**config.mk**
```make
export PLATFORM = sky130hd
export DESIGN_NAME = uart_rx_cfg
export DESIGN_NICKNAME = d
export VERILOG_FILES = /design/src/rtl/uart_rx_cfg.sv
export SDC_FILE = /design/constraint.sdc
export NUM_CORES = 1
export LEC_CHECK = 0
export CORE_ASPECT_RATIO = 1.1
export CORE_MARGIN = 2
export CORE_UTILIZATION = 35
export DETAILED_ROUTE_END_ITERATION = 10
export HOLD_SLACK_MARGIN = 0.06
export PLACE_DENSITY = 0.51
export SETUP_SLACK_MARGIN = 0.1
export SYNTH_ARGS = -nofsm -noshare
export SYNTH_HDL_FRONTEND = slang
export SYNTH_SLANG_ARGS = --single-unit
```
**constraint.sdc**
```tcl
create_clock -name clk -period 5.1 [get_ports clk]
set_input_delay 0.765 -clock clk [delete_from_list [all_inputs] [get_ports clk]]
set_output_delay 0.765 -clock clk [all_outputs]
set_load 0.05 [all_outputs]
```
**src/rtl/uart_rx_cfg.sv**
```systemverilog
// uart_rx_cfg: configurable asynchronous serial receiver.
//
// Frame format is fixed at elaboration time: PAYLOAD_BITS data bits (LSB first),
// optional odd/even parity, and 1 or 2 stop bits. Each bit is the majority vote
// of three samples taken around mid-bit. Parity, framing and break status are
// qualifiers that accompany the one-cycle valid pulse.
//
// Ports:
//   clk                 system clock, rising edge
//   resetn              asynchronous active-low reset
//   uart_rxd            asynchronous serial line, idles high
//   uart_rx_en          receive enable; dropping it mid-frame aborts the frame
//   uart_rx_valid       one-cycle pulse when a frame completes
//   uart_rx_data        received word, held until the next valid
//   uart_rx_parity_err  parity mismatch (only while valid)
//   uart_rx_frame_err   a stop bit sampled low (only while valid)
//   uart_rx_break       break condition (only while valid)
module uart_rx_cfg #(
  parameter int CLK_HZ       = 48000000,
  parameter int BIT_RATE     = 9600,
  parameter int PAYLOAD_BITS = 8,
  parameter int PARITY       = 0,
  parameter int STOP_BITS    = 1
) (
  input  logic                    clk,
  input  logic                    resetn,
  input  logic                    uart_rxd,
  input  logic                    uart_rx_en,
  output logic                    uart_rx_valid,
  output logic [PAYLOAD_BITS-1:0] uart_rx_data,
  output logic                    uart_rx_parity_err,
  output logic                    uart_rx_frame_err,
  output logic                    uart_rx_break
);

  localparam int CPB = CLK_HZ / BIT_RATE;
  localparam int CW  = $clog2(CPB);
  localparam int BW  = (PAYLOAD_BITS > 1) ? $clog2(PAYLOAD_BITS) : 1;

  localparam logic [CW-1:0] SAMP_A    = CW'(CPB / 2 - 1);
  localparam logic [CW-1:0] SAMP_B    = CW'(CPB / 2);
  localparam logic [CW-1:0] SAMP_C    = CW'(CPB / 2 + 1);
  localparam logic [CW-1:0] CNT_LAST  = CW'(CPB - 1);
  localparam logic [BW-1:0] DATA_LAST = BW'(PAYLOAD_BITS - 1);
  localparam logic          STOP_LAST = 1'(STOP_BITS - 1);

  typedef enum logic [2:0] {S_IDLE, S_START, S_DATA, S_PARITY, S_STOP} state_t;

  // [0],[1]: two-flop synchroniser; [2]: history flop for falling-edge detect.
  logic [2:0] rxd_pipe_reg;
  logic       rxd_s;
  logic       fall;

  state_t                  state_reg, state_next;
  logic [CW-1:0]           cnt_reg, cnt_next;
  logic [BW-1:0]           bit_idx_reg, bit_idx_next;
  logic                    stop_idx_reg, stop_idx_next;
  logic                    samp_a_reg, samp_a_next;
  logic                    samp_b_reg, samp_b_next;
  logic [PAYLOAD_BITS-1:0] shift_reg, shift_next;
  logic                    par_bit_reg, par_bit_next;
  logic                    ferr_acc_reg, ferr_acc_next;
  logic                    first_stop_reg, first_stop_next;
  logic                    lock_reg, lock_next;
  logic                    valid_reg, valid_next;
  logic [PAYLOAD_BITS-1:0] data_reg, data_next;
  logic                    perr_reg, perr_next;
  logic                    ferr_reg, ferr_next;
  logic                    brk_reg, brk_next;

  logic vote;
  logic at_c;
  logic at_end;
  logic par_xor;
  logic parity_bad;
  logic first_stop_val;
  logic is_break;
  logic stop_ferr;

  always_ff @(posedge clk or negedge resetn) begin
    if (!resetn) begin
      rxd_pipe_reg <= '1;
    end else begin
      rxd_pipe_reg <= {rxd_pipe_reg[1:0], uart_rxd};
    end
  end

  assign rxd_s = rxd_pipe_reg[1];
  assign fall  = rxd_pipe_reg[2] & ~rxd_s;

  // The third sample is the live synchronised line, so the vote is ready at SAMP_C.
  assign vote   = (samp_a_reg & samp_b_reg) | (samp_a_reg & rxd_s) | (samp_b_reg & rxd_s);
  assign at_c   = (cnt_reg == SAMP_C);
  assign at_end = (cnt_reg == CNT_LAST);

  assign par_xor    = (^shift_reg) ^ par_bit_reg;
  assign parity_bad = (PARITY == 1) ? ~par_xor : (PARITY == 2) ? par_xor : 1'b0;

  // With one stop bit the first stop is the one being voted right now.
  assign first_stop_val = (stop_idx_reg == 1'b0) ? vote : first_stop_reg;
  assign is_break  = (shift_reg == '0) && ((PARITY == 0) || !par_bit_reg) && !first_stop_val;
  assign stop_ferr = ferr_acc_reg | ~vote;

  always_comb begin
    state_next      = state_reg;
    cnt_next        = (state_reg == S_IDLE || at_end) ? '0 : cnt_reg + 1'b1;
    bit_idx_next    = bit_idx_reg;
    stop_idx_next   = stop_idx_reg;
    samp_a_next     = (cnt_reg == SAMP_A) ? rxd_s : samp_a_reg;
    samp_b_next     = (cnt_reg == SAMP_B) ? rxd_s : samp_b_reg;
    shift_next      = shift_reg;
    par_bit_next    = par_bit_reg;
    ferr_acc_next   = ferr_acc_reg;
    first_stop_next = first_stop_reg;
    // Any high level on the line re-arms start detection after a break.
    lock_next       = rxd_s ? 1'b0 : lock_reg;
    valid_next      = 1'b0;
    data_next       = data_reg;
    perr_next       = 1'b0;
    ferr_next       = 1'b0;
    brk_next        = 1'b0;

    if (!uart_rx_en && state_reg != S_IDLE) begin
      state_next = S_IDLE;
    end else begin
      unique case (state_reg)
        S_IDLE: begin
          bit_idx_next  = '0;
          stop_idx_next = 1'b0;
          ferr_acc_next = 1'b0;
          if (fall && uart_rx_en && !lock_reg) begin
            state_next = S_START;
            cnt_next   = '0;
          end
        end
        S_START: begin
          if (at_c && vote) begin
            state_next = S_IDLE;  // false start: glitch shorter than half a bit
          end else if (at_end) begin
            state_next = S_DATA;
          end
        end
        S_DATA: begin
          if (at_c) begin
            shift_next = {vote, shift_reg[PAYLOAD_BITS-1:1]};
          end
          if (at_end) begin
            if (bit_idx_reg == DATA_LAST) begin
              state_next = (PARITY != 0) ? S_PARITY : S_STOP;
            end else begin
              bit_idx_next = bit_idx_reg + 1'b1;
            end
          end
        end
        S_PARITY: begin
          if (at_c) begin
            par_bit_next = vote;
          end
          if (at_end) begin
            state_next = S_STOP;
          end
        end
        S_STOP: begin
          if (at_c) begin
            ferr_acc_next = stop_ferr;
            if (stop_idx_reg == 1'b0) begin
              first_stop_next = vote;
            end
            // Complete at the final sample point, not the bit end, so the
            // following start edge is caught even with zero idle time.
            if (stop_idx_reg == STOP_LAST) begin
              state_next = S_IDLE;
              valid_next = 1'b1;
              data_next  = shift_reg;
              perr_next  = parity_bad;
              ferr_next  = stop_ferr;
              brk_next   = is_break;
              if (is_break) begin
                lock_next = 1'b1;
              end
            end
          end else if (at_end) begin
            stop_idx_next = 1'b1;
          end
        end
        default: state_next = S_IDLE;
      endcase
    end
  end

  always_ff @(posedge clk or negedge resetn) begin
    if (!resetn) begin
      state_reg      <= S_IDLE;
      cnt_reg        <= '0;
      bit_idx_reg    <= '0;
      stop_idx_reg   <= 1'b0;
      samp_a_reg     <= 1'b1;
      samp_b_reg     <= 1'b1;
      shift_reg      <= '0;
      par_bit_reg    <= 1'b0;
      ferr_acc_reg   <= 1'b0;
      first_stop_reg <= 1'b1;
      lock_reg       <= 1'b0;
      valid_reg      <= 1'b0;
      data_reg       <= '0;
      perr_reg       <= 1'b0;
      ferr_reg       <= 1'b0;
      brk_reg        <= 1'b0;
    end else begin
      state_reg      <= state_next;
      cnt_reg        <= cnt_next;
      bit_idx_reg    <= bit_idx_next;
      stop_idx_reg   <= stop_idx_next;
      samp_a_reg     <= samp_a_next;
      samp_b_reg     <= samp_b_next;
      shift_reg      <= shift_next;
      par_bit_reg    <= par_bit_next;
      ferr_acc_reg   <= ferr_acc_next;
      first_stop_reg <= first_stop_next;
      lock_reg       <= lock_next;
      valid_reg      <= valid_next;
      data_reg       <= data_next;
      perr_reg       <= perr_next;
      ferr_reg       <= ferr_next;
      brk_reg        <= brk_next;
    end
  end

  assign uart_rx_valid      = valid_reg;
  assign uart_rx_data       = data_reg;
  assign uart_rx_parity_err = perr_reg;
  assign uart_rx_frame_err  = ferr_reg;
  assign uart_rx_break      = brk_reg;

endmodule
```
# Word level (Yosys, flattened, before mapping)
# Cells that the tools add are included.
op_classes:
  add_sub_neg: 2
  mul: 0
  div: 0
  n_lt_le_gt_ge: 0
  n_eq_ne: 21
  n_shift: 0
  n_mux: 41
  bitwise: 11
  reduce_logical: 21
op_table:
  columns: ["op", "count"]
  rows:
  - ["$mux 13", 4]
  - ["$eq 13x12->1 const B", 3]
  - ["$mux 3", 11]
  - ["$mux 1", 22]
  - ["$ne 3x3->1 const B", 5]
  - ["$pmux 3 s5", 1]
  - ["$add 13x1->13 const B", 1]
  - ["$eq 13x13->1 const B", 1]
  - ["$reduce_and 4->1", 3]
  - ["$ne 2x2->1 const B", 5]
  - ["$reduce_and 3->1", 3]
  - ["$logic_not 8->1", 1]
  - ["$reduce_and 7->1", 1]
  - ["$eq 3x2->1 const B", 2]
  - ["$eq 3x3->1 const B", 2]
  - ["$pmux 3 s2", 1]
  - ["$logic_and 1x1->1", 5]
  - ["$and 1x1->1", 4]
  - ["$ne 4x4->1 const B", 1]
  - ["$not 1->1", 4]
  - ["$pmux 1 s2", 2]
  - ["$reduce_bool 2->1", 2]
  - ["$add 3x1->3 const B", 1]
  - ["$eq 3x1->1 const B", 1]
  - ["other kinds (6)", 10]
word_totals:
  register_bits: 47
  latchBits: 0
  ramBits: 0
  mem_bits_ro: 0
  output_inout_bits: 12
  wordCells: 111
  memories: 0

# Depth between registers and ports, before layout
# Gate-level depths: netlist (run 1).
logic_depth:
  word_depth: 11
  ltp_mapped: 7
  mapped_depth_nobuf: 7

# Worst setup path before layout (run 1)
# No wires, ideal clock.
synth_path:
  path_type: "input-to-reg"
  from: "input port uart_rx_en"
  to: "register state_reg[0]"
  setup_time_ns: 0.125
  t_arrival_ns: 1.995
  required_ns: 4.975
  path_slack_ns: 2.980
  cell_stages: 6
  n_path_buf: 1
  cell_sequence: "clkbuf_1 nor2b_1 and4_1 o32a_2 o21ai_1 mux2_4"
synth_via:
  elab_chain_cells: 4
  elab_cells_between_ends: 13
synth_lines:
  columns: ["element", "line_no", "source"]
  rows:
  - ["start, declared", "28", "input logic uart_rx_en,"]
  - ["$logic_not 1->1 or $logic_and 1x1->1 (tied branches)", "123, 131", null]
  - ["$logic_and 1x1->1 (on tied branches)", "123, 131", null]
  - ["$ne 4x4->1 (no source line), or another cell as far along", null, null]
  - ["$reduce_and 7->1 (no source line)", null, null]
  - ["end signal, assigned", "210", "state_reg <= state_next;"]
  - ["end, declared", "54", "state_t state_reg, state_next;"]
# Parallel ways exist; a longest one is shown, timed or not.
# A chain may end at the register's enable or synchronous reset.

# Worst setup path after layout (run 1)
layout_path:
  from: "input port uart_rx_en"
  to: "register lock_reg"
layout_via:
  elab_chain_cells: 3
layout_lines:
  columns: ["element", "line_no", "source"]
  rows:
  - ["$logic_not 1->1", "123", "if (!uart_rx_en && state_reg != S_IDLE) begin"]
  - ["$logic_and 1x1->1", "123", null]
  - ["$mux 1", "123", null]
  - ["via lock_next", "64", "logic lock_reg, lock_next;"]
  - ["end signal, assigned", "220", "lock_reg <= lock_next;"]
  - ["end, declared", "64", null]
# The timed path passes the listed nets, and every way through them passes these cells.

==> reports/metrics.cfg, run 1 <==
[run_status]
status = completed

[hold_path]
hp-class = reg2reg
worstHoldPathCells = 0

[flow_run]
drv_cap = 0

[cells_and_area]
fill_cells = 606
syn2layout_area_growth_pct = 12.84
drive_gt1_frac = 0.2222
antenna_cells = 0
final_nets = 206
multi_input_area_um2 = 957.2
layout.area.seq_mm2 = 0.001157
largest_reg_flops = 13

[timing]
rsz0062_at_grt = false
hold_violations = 0
slew_headroom = 0.3208
period_needed_ps = 2455
finalCritPeriodShare = 0.4815
skew_ps = 3.198
tightest_slew_ps = 1019
setup_violations = 0
fin_tns_setup_ps = 0
maxSlewViolCount = 0
layout_setup_ws_ps = 2645
max_freq_ghz = 0.4073

[place]
io_buffers = 14
hpwl_um = 2738
gp_congestion = 0.7534
place_ws_ps = 2371

[synth]
syn_avg_cell_area_um2 = 12.00
ys_seq_area_frac = 0.5301
ys_types = 46
netlist_top_cells_area = dfrtp_1 47%, mux2_2 9.8%, dfstp_2 6.0%, nor2_1 3.3%, ha_1 2.9%
synthArstFlopShare = 1.000
syn_inst = 182
yosys_warnings = 0
synth_top_cell_by_area = dfrtp_1
syn_nets = 191
synth_ff_type = dfrtp_1
synth_edf_count = 0
netlist.area_leader.share = 0.4699
synth.cell_area_mm2 = 0.002183
synth-seq-cells = 46

[setup_path]
cp_data_required_time_ps = 5330
r2r_end = lock_reg
reg2reg_from = cnt_reg[9]
crit_end = lock_reg
worstSetupPathType = in2reg
cp-end-kind = register
cp.arrival_ps = 2680
cp-start-kind = input port
r2r_setup_slack_ps = 2770
r2r_cells = 5
crit_start = uart_rx_en
crit_path_max_fanout = 11

[global_route]
antenna_found_initial = 0
grt_usage = 0.1289
grt_max_degree = 47
grt_pass1_wl_um = 6831
grt_pass1_vias = 1389
overflow = 0

[die]
dieArea_mm2 = 0.006886
die_h_um = 86.84
initial_core_util = 0.3569
num_io_pins = 16
die_x_um = 79.31
rows = 30
core_mm2 = 0.006118

[power_and_ir_drop]
peakVddDrop_uv = 125.0
power.leakage_nw = 1.120
cellPowerDensity_mw_per_mm2 = 311.5

[clock_tree]
hold_buffers = 0
cts.sinks = 46
clk_latency_ps = 300
cts_buffer_depth = 2
postCtsSetupBuffers = 0
cts_tree = done
clock-root-buffer = clkbuf_8
clk_pin_slew_ps = 90
post_cts_resized = 0
htree_num_levels = 2
cts_buffers = 5

[routing]
viasPerCell = 4.939
via_count = 1373
ant_nets = 0
first_pass_iters = 4
initialDrtViolationCount = 58
routed_wl_um = 3990
routedWlPerCell_um = 14.35
drcViolationCount = 0

## cells in the mapped netlist (2+ instances only)
cell type  number
ha_1            5
mux2i_1         3
nand4b_1        2
dfstp_2         5
buf_4           2
o21ai_0         3
nor4_1          3
dfrtp_1        41
nor2_1         19
nor2b_1         2
nor4b_4         2
inv_1           6
mux2_2         19
nand2b_1        2
o21a_1          2
buf_6           2
and2_1          2
xor2_1          7
nand3_1         7
and3_1          6
and4_2          3
xnor2_1         4
nand2_1        12
## worst min-delay path by stage
stage,startpoint,endpoint,slack [ps]
final,rxd_pipe_reg[0],rxd_pipe_reg[1],360
after global routing,rxd_pipe_reg[0],rxd_pipe_reg[1],370
after CTS,rxd_pipe_reg[0],rxd_pipe_reg[1],360
after detailed placement,rxd_pipe_reg[0],rxd_pipe_reg[1],350
after global placement,rxd_pipe_reg[0],rxd_pipe_reg[1],350
after floorplan,rxd_pipe_reg[0],rxd_pipe_reg[1],350
## per-stage QoR
stage	util	area (um2)	std cells	power (mW)	hold slack, ps
2_1_floorplan	-	2183	182	0.5103	345.2
3_3_place_gp	0.3877	2372	270	0.5377	347.2
3_5_place_dp	0.3877	2372	270	0.5435	349.3
4_1_cts	0.4027	2464	278	0.7784	361.7
5_1_grt	0.4027	2464	278	0.8168	368.4
6_report	0.4027	2464	278	0.7673	361.4
## power breakdown
group | total [mW] | internal [mW] | switching (mW)
Sequential | 0.405 | 0.383 | 0.0223
Clock | 0.232 | 0.110 | 0.122
Combinational | 0.130 | 0.0518 | 0.0782
## layout make-up
| class | count | share of cell area |
|---|---|---|
| sequential | 46 | 0.4698 |
| multi-input combinational | 124 | 0.3885 |
| timing repair buffer | 14 | 0.05485 |
| tap | 80 | 0.04063 |
| clock buffer | 7 | 0.03504 |
| inverter | 6 | 0.009142 |
| clock inverter | 1 | 0.002031 |
## worst max-delay path, stage by stage
cell and delay (ps):
clkdlybuf4s50_1 620, nand2_1 100, nor3_2 700, and4_2 390, o21bai_1 110
## metal layers
| layer | share of wire | track usage |
|---|---|---|
| met2 | 0.46 | 0.1864 |
| met3 | 0.032 | 0.03646 |
| met1 | 0.50 | 0.1824 |
| met4 | 0.015 | 0.05172 |
| met5 | 0 | 0 |
## layout by cell type, fill, tap and decap left out, types with 2 or more instances in the layout
cell type and instances:
dfrtp_1 41, nor2_1 19, mux2_2 19, clkdlybuf4s50_1 13, nand2_1 12, nand3_1 7
xor2_1 7, inv_1 6, and3_1 6, clkbuf_8 6, ha_1 5, dfstp_2 5
xnor2_1 4, and4_2 3, o21ai_0 3, nor4_1 3, mux2i_1 3, nand4b_1 2
nor4b_4 2, and2_1 2, nand2b_1 2, o21a_1 2, nor2b_1 2
## cell families after synthesis
group	Yosys count	synth area share
other cells	1	0.001718
flops	46	0.5301
xor+xnor	11	0.04412
buf+inv	12	0.03151
compound gates	13	0.04069
mux	23	0.1186
fa+ha+maj	5	0.02865
simple gates	71	0.2046
Note: power is estimated with default switching activity, not from simulation.
==> run 2: changes to the inputs <==
==> constraint.sdc (replaced) <==
create_clock -name clk -period 2.4 [get_ports clk]
set_input_delay 0.36 -clock clk [delete_from_list [all_inputs] [get_ports clk]]
set_output_delay 0.36 -clock clk [all_outputs]
set_load 0.05 [all_outputs]
==> run 2 against run 1 <==
Against the previous run: routed wire length is 1.2% lower; clock-buffer cell count is 1 lower; combinational power is 120% higher; critical path depth is 2 higher; flip-flop and latch count stayed put; sequential power is 110% higher; die area stayed put; non-clock buffer count is 7 higher; critical endpoint is now state_reg[0].
==> reports/metrics.cfg, run 2 (synthesis results as in run 1) <==
[run_status]
status = completed  ; unchanged

[clock_tree]
clk_pin_slew_ps = 90  ; about the same
postCtsSetupBuffers = 0  ; unchanged
cts_tree = done  ; unchanged
clock-root-buffer = clkbuf_8  ; unchanged
cts.sinks = 46  ; unchanged
cts_buffers = 5  ; unchanged
cts_buffer_depth = 2  ; unchanged
htree_num_levels = 2  ; unchanged
clk_latency_ps = 300  ; about the same

[cells_and_area]
design_area_mm2 = 0.002537  ; was 0.002464 mm2
layout_common_cells = 41 x dfrtp_1, 19 x nor2_1, 19 x mux2_2, 13 x clkdlybuf4s50_1, 12 x nand2_1  ; unchanged
largest_reg_flops = 13  ; unchanged
antenna_cells = 0  ; unchanged
final_nets = 213  ; was 206
drive_gt1_frac = 0.2439  ; was 0.2222
layout.cells.most_common = dfrtp_1  ; unchanged
syn2layout_area_growth_pct = 16.22  ; was 12.84%

[power_and_ir_drop]
peakVddDrop_uv = 260.3  ; was 125.0 uV
finalPower_mw = 1.727  ; was 767.3 uW
power.leakage_nw = 1.158  ; was 1.120 nW
cellPowerDensity_mw_per_mm2 = 680.5  ; was 311.5 mW/mm2

[timing]
whs_ps = 360.0  ; was 361.4 ps
max_freq_ghz = 0.5024
finalCritPeriodShare = 0.8293
hold_violations = 0  ; unchanged
maxSlewViolCount = 0  ; unchanged
slew_headroom = 0.6143  ; was 0.3208
period_needed_ps = 1990
layout_setup_ws_ps = 409.7  ; was 2645 ps
skew_ps = 6.797  ; was 3.198 ps
setup_violations = 0  ; unchanged
rsz0062_at_grt = false  ; unchanged
fin_tns_setup_ps = 0  ; unchanged
tightest_slew_ps = 578.5  ; was 1019 ps

[setup_path]
cp-end-kind = register  ; unchanged
cp-start-kind = register  ; was input port
crit_start = bit_idx_reg[0]  ; was uart_rx_en
crit_chain = ha_1 -> ha_1 -> o21ai_0 -> o21ai_0 -> o32a_2 -> o21ai_1 -> mux2_4  ; was clkdlybuf4s50_1 -> nand2_1 -> nor3_2 -> and4_2 -> o21bai_1
crit_path_max_fanout = 4  ; was 11
r2r_setup_slack_ps = 410  ; was 2770 ps
r2r_cells = 7  ; was 5
r2r_end = state_reg[0]  ; was lock_reg
slowest_delay_ps = 410  ; was 700 ps
path_buf_inv = 0  ; was 1
cp_data_required_time_ps = 2580  ; was 5330 ps
cp.arrival_ps = 2170  ; was 2680 ps
worstSetupPathType = reg2reg  ; was in2reg
reg2reg_from = bit_idx_reg[0]  ; was cnt_reg[9]
critical_path.top_delay_family = compound AO/OA/AOI/OAI gates  ; was simple AND/OR/NAND/NOR gates
slowest_stage = dfrtp_1  ; was nor3_2

[routing]
routed_wl_um = 3942  ; was 3990 um
ant_nets = 0  ; unchanged
routedWlPerCell_um = 13.83  ; was 14.35 um
drcViolationCount = 0  ; unchanged
initialDrtViolationCount = 79  ; was 58
viasPerCell = 4.884  ; was 4.939
first_pass_iters = 6  ; was 4
via_count = 1392  ; was 1373

[die]
rows = 30  ; unchanged
core_mm2 = 0.006118  ; unchanged
initial_core_util = 0.3569  ; unchanged
dieArea_mm2 = 0.006886  ; unchanged
num_io_pins = 16  ; unchanged
die_x_um = 79.31  ; unchanged
die_h_um = 86.84  ; unchanged

[place]
gp_congestion = 0.7624  ; was 0.7534
place_ws_ps = 354.7  ; was 2371 ps
hpwl_um = 2834  ; was 2738 um
io_buffers = 14  ; unchanged
placed_cell_area_mm2 = 0.002417  ; was 0.002372 mm2

[global_route]
grt_pass1_wl_um = 6651  ; was 6831 um
grt_usage = 0.1267  ; was 0.1289
antenna_found_initial = 0  ; unchanged
grt_pass1_vias = 1422  ; was 1389
grt_max_degree = 25  ; was 47
overflow = 0  ; unchanged

[hold_path]
worst_hold_path.endpoint = rxd_pipe_reg[1]  ; unchanged
worstHoldPathCells = 0  ; unchanged
hp-class = reg2reg  ; unchanged
hp-start = rxd_pipe_reg[0]  ; unchanged

[flow_run]
drv_cap = 0  ; unchanged

[run 2: cell count changes in the layout (fill, tap and decap cells not counted), sizes merged]
cell         before  now
buf               1    7
dlygate4sd3       0    1
clkinv            1    0
bufinv            0    1
clkbuf            7    6
clkinvlp          0    1
[run 2: how the worst max path moves through the flow]
| stage | end | slack [ps] | cells past startpoint |
|---|---|---|---|
| 2_1_floorplan | state_reg[0] | 590 | 7 |
| 3_5_place_dp | state_reg[0] | 350 | 6 |
| 6_report | state_reg[0] | 410 | 7 |
| 3_3_place_gp | state_reg[0] | 400 | 6 |
| 5_1_grt | state_reg[0] | 300 | 6 |
| 4_1_cts | state_reg[0] | 390 | 7 |
[run 2: where the power goes]
part           total (mW)  internal [mW]  switching [mW]
registers           0.862          0.814          0.0484
logic               0.291          0.127           0.164
clock network       0.573          0.311           0.263
total                1.73           1.25           0.475
[run 2: what timing repair did]
item	CTS	global route
gates resized for setup	0	0
endpoints found under the hold margin	1	0
setup endpoints to repair	0	0
hold buffers	1	0
[run 2: metrics by stage]
| step | cells | util |
|---|---|---|
| after floorplan | 182 | - |
| after global placement | 276 | 0.3951 |
| after detailed placement | 276 | 0.3951 |
| after CTS | 285 | 0.4147 |
| after global routing | 285 | 0.4147 |
| final | 285 | 0.4147 |
[run 2: per-layer routing]
metal / up-vias / track usage / wire length, um
met5: - / 0 / 0
met4: 0 / 0.04702 / 60
met2: 13 / 0.1988 / 1886
met3: 5 / 0.03750 / 87
met1: 698 / 0.1663 / 1908
li1: 676 / - / -
[run 2: cell type report]
type / count / area [um2]
multi-input cells: 124 / 957.2
flip-flops and latches: 46 / 1157
clock inverters: 2 / 37.54
fillers: 582 / 3581
repair buffers: 21 / 190.2
clock buffers: 6 / 72.57
inverters: 6 / 22.52
well taps: 80 / 100.1
